[src/rtl/pixel_pkg.sv]
// Shared layout constants and state type for the 1-bpp packed image memory.
// Used by both the frame writer and the pixel cache so address math agrees.
package pixel_pkg;

   localparam int DEF_IMG_WIDTH  = 640;
   localparam int DEF_IMG_HEIGHT = 480;
   localparam int BYTES_PER_ROW  = DEF_IMG_WIDTH / 8;
   localparam int FRAME_BYTES    = BYTES_PER_ROW * DEF_IMG_HEIGHT;

   typedef enum logic {
      S_IDLE,
      S_ACTIVE
   } bfw_state_t;

endpackage

[src/rtl/byte_assembler.sv]
// Packs a serial pixel stream into bytes, first pixel in bit 7.
// Ports: clk, reset, clear (restart), shift_en, bit_in -> byte_ready, byte_out.
module byte_assembler (
   input  logic       clk,
   input  logic       reset,
   input  logic       clear,
   input  logic       shift_en,
   input  logic       bit_in,
   output logic       byte_ready,
   output logic [7:0] byte_out
);

   logic [6:0] sr;
   logic [2:0] idx;

   // A clear drops the partial byte; a pixel arriving with it starts a new one.
   assign byte_ready = shift_en && !clear && (idx == 3'd7);
   assign byte_out   = {sr, bit_in};

   always_ff @(posedge clk) begin
      if (reset) begin
         sr  <= '0;
         idx <= '0;
      end else if (clear) begin
         sr  <= shift_en ? {6'd0, bit_in} : 7'd0;
         idx <= shift_en ? 3'd1 : 3'd0;
      end else if (shift_en) begin
         sr  <= {sr[5:0], bit_in};
         idx <= idx + 3'd1;
      end
   end

endmodule

[src/rtl/binary_frame_writer.sv]
// Write side of the 1-bpp image memory: packs raster pixels 8 per byte.
// Ports: clk, reset, frame_start, pixel_valid, pixel -> busy, wraddress,
// wdata, wren, frame_done, ones_count (only with BFW_ONES_COUNT_EN).
module binary_frame_writer #(
   parameter int IMG_WIDTH  = pixel_pkg::DEF_IMG_WIDTH,
   parameter int IMG_HEIGHT = pixel_pkg::DEF_IMG_HEIGHT,
   parameter int ADDR_W     = 16
) (
   input  logic              clk,
   input  logic              reset,
   input  logic              frame_start,
   input  logic              pixel_valid,
   input  logic              pixel,
   output logic              busy,
   output logic [ADDR_W-1:0] wraddress,
   output logic [7:0]        wdata,
   output logic              wren,
`ifdef BFW_ONES_COUNT_EN
   output logic              frame_done,
   output logic [19:0]       ones_count
`else
   output logic              frame_done
`endif
);

   import pixel_pkg::*;

   localparam int XW = (IMG_WIDTH > 1) ? $clog2(IMG_WIDTH) : 1;
   localparam int YW = (IMG_HEIGHT > 1) ? $clog2(IMG_HEIGHT) : 1;

   bfw_state_t state, state_nxt;

   logic [XW-1:0]     x, cx;
   logic [YW-1:0]     y, cy;
   logic [ADDR_W-1:0] byte_addr, ca;
   logic              accept, row_end, last_pix;
   logic              byte_ready;
   logic [7:0]        byte_val;

   assign accept = pixel_valid && (state == S_ACTIVE || frame_start);

   // frame_start makes this cycle the origin, so its pixel sees zeroed counters.
   assign cx = frame_start ? '0 : x;
   assign cy = frame_start ? '0 : y;
   assign ca = frame_start ? '0 : byte_addr;

   assign row_end  = (cx == XW'(IMG_WIDTH - 1));
   assign last_pix = accept && row_end && (cy == YW'(IMG_HEIGHT - 1));
   assign busy     = (state == S_ACTIVE);

   byte_assembler u_asm (
      .clk        (clk),
      .reset      (reset),
      .clear      (frame_start),
      .shift_en   (accept),
      .bit_in     (pixel),
      .byte_ready (byte_ready),
      .byte_out   (byte_val)
   );

   always_ff @(posedge clk) begin
      if (reset) state <= S_IDLE;
      else       state <= state_nxt;
   end

   always_comb begin
      state_nxt = state;
      if (last_pix)
         state_nxt = S_IDLE;
      else if (frame_start)
         state_nxt = S_ACTIVE;
   end

   always_ff @(posedge clk) begin
      if (reset) begin
         x         <= '0;
         y         <= '0;
         byte_addr <= '0;
      end else if (accept) begin
         x         <= row_end ? '0 : cx + XW'(1);
         y         <= row_end ? cy + YW'(1) : cy;
         byte_addr <= byte_ready ? ca + ADDR_W'(1) : ca;
      end else begin
         x         <= cx;
         y         <= cy;
         byte_addr <= ca;
      end
   end

   always_ff @(posedge clk) begin
      if (reset) begin
         wren       <= 1'b0;
         frame_done <= 1'b0;
         wraddress  <= '0;
         wdata      <= '0;
      end else begin
         wren       <= byte_ready;
         frame_done <= last_pix;
         if (byte_ready) begin
            wraddress <= ca;
            wdata     <= byte_val;
         end
      end
   end

`ifdef BFW_ONES_COUNT_EN
   logic [19:0] ones_cnt, ones_base;

   assign ones_base  = frame_start ? '0 : ones_cnt;
   assign ones_count = ones_cnt;

   always_ff @(posedge clk) begin
      if (reset)
         ones_cnt <= '0;
      else if (accept && pixel && ones_base != '1)
         ones_cnt <= ones_base + 20'd1;
      else
         ones_cnt <= ones_base;
   end
`endif

endmodule
[config.mk]
export PLATFORM = sky130hd
export DESIGN_NAME = binary_frame_writer
export DESIGN_NICKNAME = d
export VERILOG_FILES = /design/src/rtl/pixel_pkg.sv /design/src/rtl/byte_assembler.sv /design/src/rtl/binary_frame_writer.sv
export SDC_FILE = /design/constraint.sdc
export NUM_CORES = 1
export LEC_CHECK = 0
export CAP_MARGIN = 20
export CORE_MARGIN = 2
export CORE_UTILIZATION = 55
export CTS_CLUSTER_SIZE = 16
export DETAILED_ROUTE_END_ITERATION = 16
export PLACE_DENSITY = 0.78
export SLEW_MARGIN = 20
export SYNTH_ARGS = -nofsm -noshare
export SYNTH_HDL_FRONTEND = slang
export SYNTH_SLANG_ARGS = --single-unit
[constraint.sdc]
create_clock -name clk -period 2.4 [get_ports clk]
set_clock_uncertainty 0.2 [all_clocks]
set_input_delay 0.36 -clock clk [delete_from_list [all_inputs] [get_ports clk]]
set_output_delay 0.36 -clock clk [all_outputs]
set_load 0.005 [all_outputs]
==> out/qor.yml, run 1 <==
run_status:
  outcome: "finished, final reports clean"
synth:
  ys.warnings.count: 0
  ys_seq_area_frac: 0.471
  syn_area_sq_um: 3060
  synthFlopType: "dfxtp_1"
  synth_edf_count: 0
  yosys.cell_types.count: 42
  synth.avg_cell_area_sq_um: 8.27
  synthArstFlopShare: 0
  syn_nets: 380
  yosys_register_bits: 72
  synth_cells: 370
setup_path:
  path_class: "in2reg"
  crit_fanout: 10
  crit_path_start_kind: "input pin"
  critical_path_arrival_ns: 2.31
  worstSetupEndpointType: "register"
  required_ns: 2.43
sta:
  timing.slew.headroom: 0.705
  hold_slack_ns: 0.252
  drv_slew: 0
  hold_viol_final: 0
  max_freq_mhz: 440
  fin_crit_sh: 0.948
  rsz0062_at_grt: "false"
  finalSetupTns_ns: 0
  min_period_ns: 2.28
  worst_pin_slew_ns: 0.437
  layout_setup_ws_ns: 0.125
  setup_viol: 0
die:
  chipWidth_um: 78.6
  start_util: 0.563
  rows: 27
  design.core.area_sq_um: 5440
  die_h_um: 78.6
  io_pins: 32
  die-area_sq_um: 6180
grt:
  grt_max_degree: 33
  met1_usage: 0.309
  met3_usage: 0.0517
  gr-max-usage-layer: "met2"
  gr-usage-met2: 0.393
  grt_pass1_vias: 2709
  antenna_found_initial: 0
  grt_overflow: 0
  track_usage: 0.241
  grt_pass1_wl_um: 11900
clocking:
  cts-htree-levels: 3
  cts_tree: "yes"
  cts.sinks: 72
  cts_setup_buffers: 0
  root_buffer: "clkbuf_8"
  clock_path_buffers: 2
  cts_buffers: 9
  clk_pin_slew_worst_paths_ns: 0.08
  clk_latency_ns: 0.35
finish:
  nets: 441
  design_area_sq_um: 3870
  final_cell_mix: "nand2_1 (87), dfxtp_1 (72), a21oi_1 (52), buf_4 (37), clkdlybuf4s50_1 (31)"
  drive_above_1_share: 0.144
  layout_commonest_cell: "nand2_1"
  antennaDiodeCount: 0
  syn2layout_area_growth_pct: 26.4
  final_core_util: 0.711
route:
  postRouteAntennaNets: 0
  route.detailed.drc: 0
  via_per_inst: 5.57
  drtIter0Drc: 190
  via_count: 2832
  drtPass1Iterations: 4
  wl_um: 6980
  routedWlPerCell_um: 13.7
flow_run:
  max_cap_viol_count: 0
power:
  p_leak_nw: 1.36
  powerDensity_nw_per_um2: 560
  irDropWorstVdd_mv: 0.431
placement:
  globalplace.congestion: 0.856
  io_buffers: 31
  place_hpwl_um: 4850
  dpl_cell_area_sq_um: 3680
  dpl_worst_slack_ns: -0.275
hold_path:
  hold_path_class: "reg2reg"
==> critical path: stages <==
cell	delay, ns
clkdlybuf4s50_1	0.47
buf_4	0.20
nor2b_1	0.19
ha_1	0.25
nand3_2	0.18
nor4_4	0.22
buf_4	0.19
nand4_1	0.12
mux2i_1	0.14
==> power breakdown <==
part           internal (W)  switching [W]
Combinational     0.0000366      0.0000558
Sequential          0.00120     0.00000490
Clock              0.000427       0.000442
==> area by class of cell <==
| class | instances | area [sq um] |
|---|---|---|
| repair buffers | 69 | 608 |
| flip-flops and latches | 72 | 1440 |
| multi-input cells | 274 | 1530 |
| clock buffers | 11 | 151 |
| fillers | 440 | 1570 |
| inverters | 5 | 18.8 |
| clock inverters | 5 | 31.3 |
| well taps | 72 | 90.1 |
==> sequential cells by signal, indices dropped and copies added (netlist names) <==
signal,count
u_asm.sr,7
u_asm.idx,3
y,9
wdata,8
busy,1
x,10
wren,1
wraddress,16
byte_addr,16
frame_done,1
==> cells in the mapped netlist (2+ instances only) <==
cell	n	share of area
nand2_1	87	0.11
dfxtp_1	72	0.47
a21oi_1	52	0.085
nor2_1	22	0.027
clkbuf_1	16	0.020
nand4_1	13	0.027
nor2b_1	10	0.020
xnor2_1	9	0.026
nand3_1	8	0.013
o21ai_0	8	0.013
nor3_1	6	0.0098
or3_1	6	0.012
ha_1	5	0.020
inv_1	5	0.0061
xor2_1	5	0.014
and4b_1	4	0.013
or4_1	4	0.0098
a31o_2	3	0.0086
and3_1	3	0.0061
o31ai_1	3	0.0074
and2_1	2	0.0041
buf_1	2	0.0025
mux2i_1	2	0.0065
nand2b_1	2	0.0041
nand4b_1	2	0.0057
nor4_1	2	0.0041
nor4_4	2	0.014
==> through the flow <==
step,total power [W],std cells
floorplan,0.00128,370
global route,0.00224,508
detailed placement,0.00132,492
global placement,0.00132,492
finish,0.00217,508
CTS,0.00218,508
==> timing repair <==
item	in CTS	in global routing
resized for setup	0	1
setup endpoints to repair	0	4
endpoints found under the hold margin	0	0
hold buffers	0	0
==> kinds of logic (layout without fill, tap and decap cells) <==
kind of cell	Yosys count	count (layout)	share of synthesized area
xor gates and xnor gates	14	14	0.0400
muxes	2	2	0.00654
and+or+nand+nor	180	180	0.297
buffers and inverters	24	90	0.0319
adders and majority gates	5	5	0.0204
AOI/OAI and AO/OA	73	73	0.133
DFF	72	72	0.471
==> metal layers <==
layer | up-vias | share of wire
met5 | - | 0
met4 | 0 | 0.021
met3 | 15 | 0.038
met2 | 59 | 0.47
met1 | 1357 | 0.47
li1 | 1401 | -
==> path summary, 6_finish.rpt <==
check | from | endpoint | slack [ns] | cells after the start
worst max-delay path | frame_start | y[7]$_SDFF_PP0_ | 0.12 | 9
worst min-delay path | u_asm.sr[6]$_SDFFE_PP0P_ | wdata[7]$_SDFFE_PP0P_ | 0.25 | 2
worst max register to register | u_asm.idx[0]$_SDFFE_PP0P_ | byte_addr[5]$_SDFF_PP0_ | 0.20 | 7
worst min register to register | u_asm.sr[6]$_SDFFE_PP0P_ | wdata[7]$_SDFFE_PP0P_ | 0.25 | 2
Note: power is estimated with default switching activity, not from simulation.
==> inputs of run 2 (changes only) <==
--- a/config.mk
+++ b/config.mk
@@ -5,6 +5,7 @@
 export SDC_FILE = /design/constraint.sdc
 export NUM_CORES = 1
 export LEC_CHECK = 0
+export ABC_CLOCK_PERIOD_IN_PS = 2400
 export CAP_MARGIN = 20
 export CORE_MARGIN = 2
 export CORE_UTILIZATION = 55
==> results of run 2 <==
Final layout, timing and power as in run 1 (identical DEF).
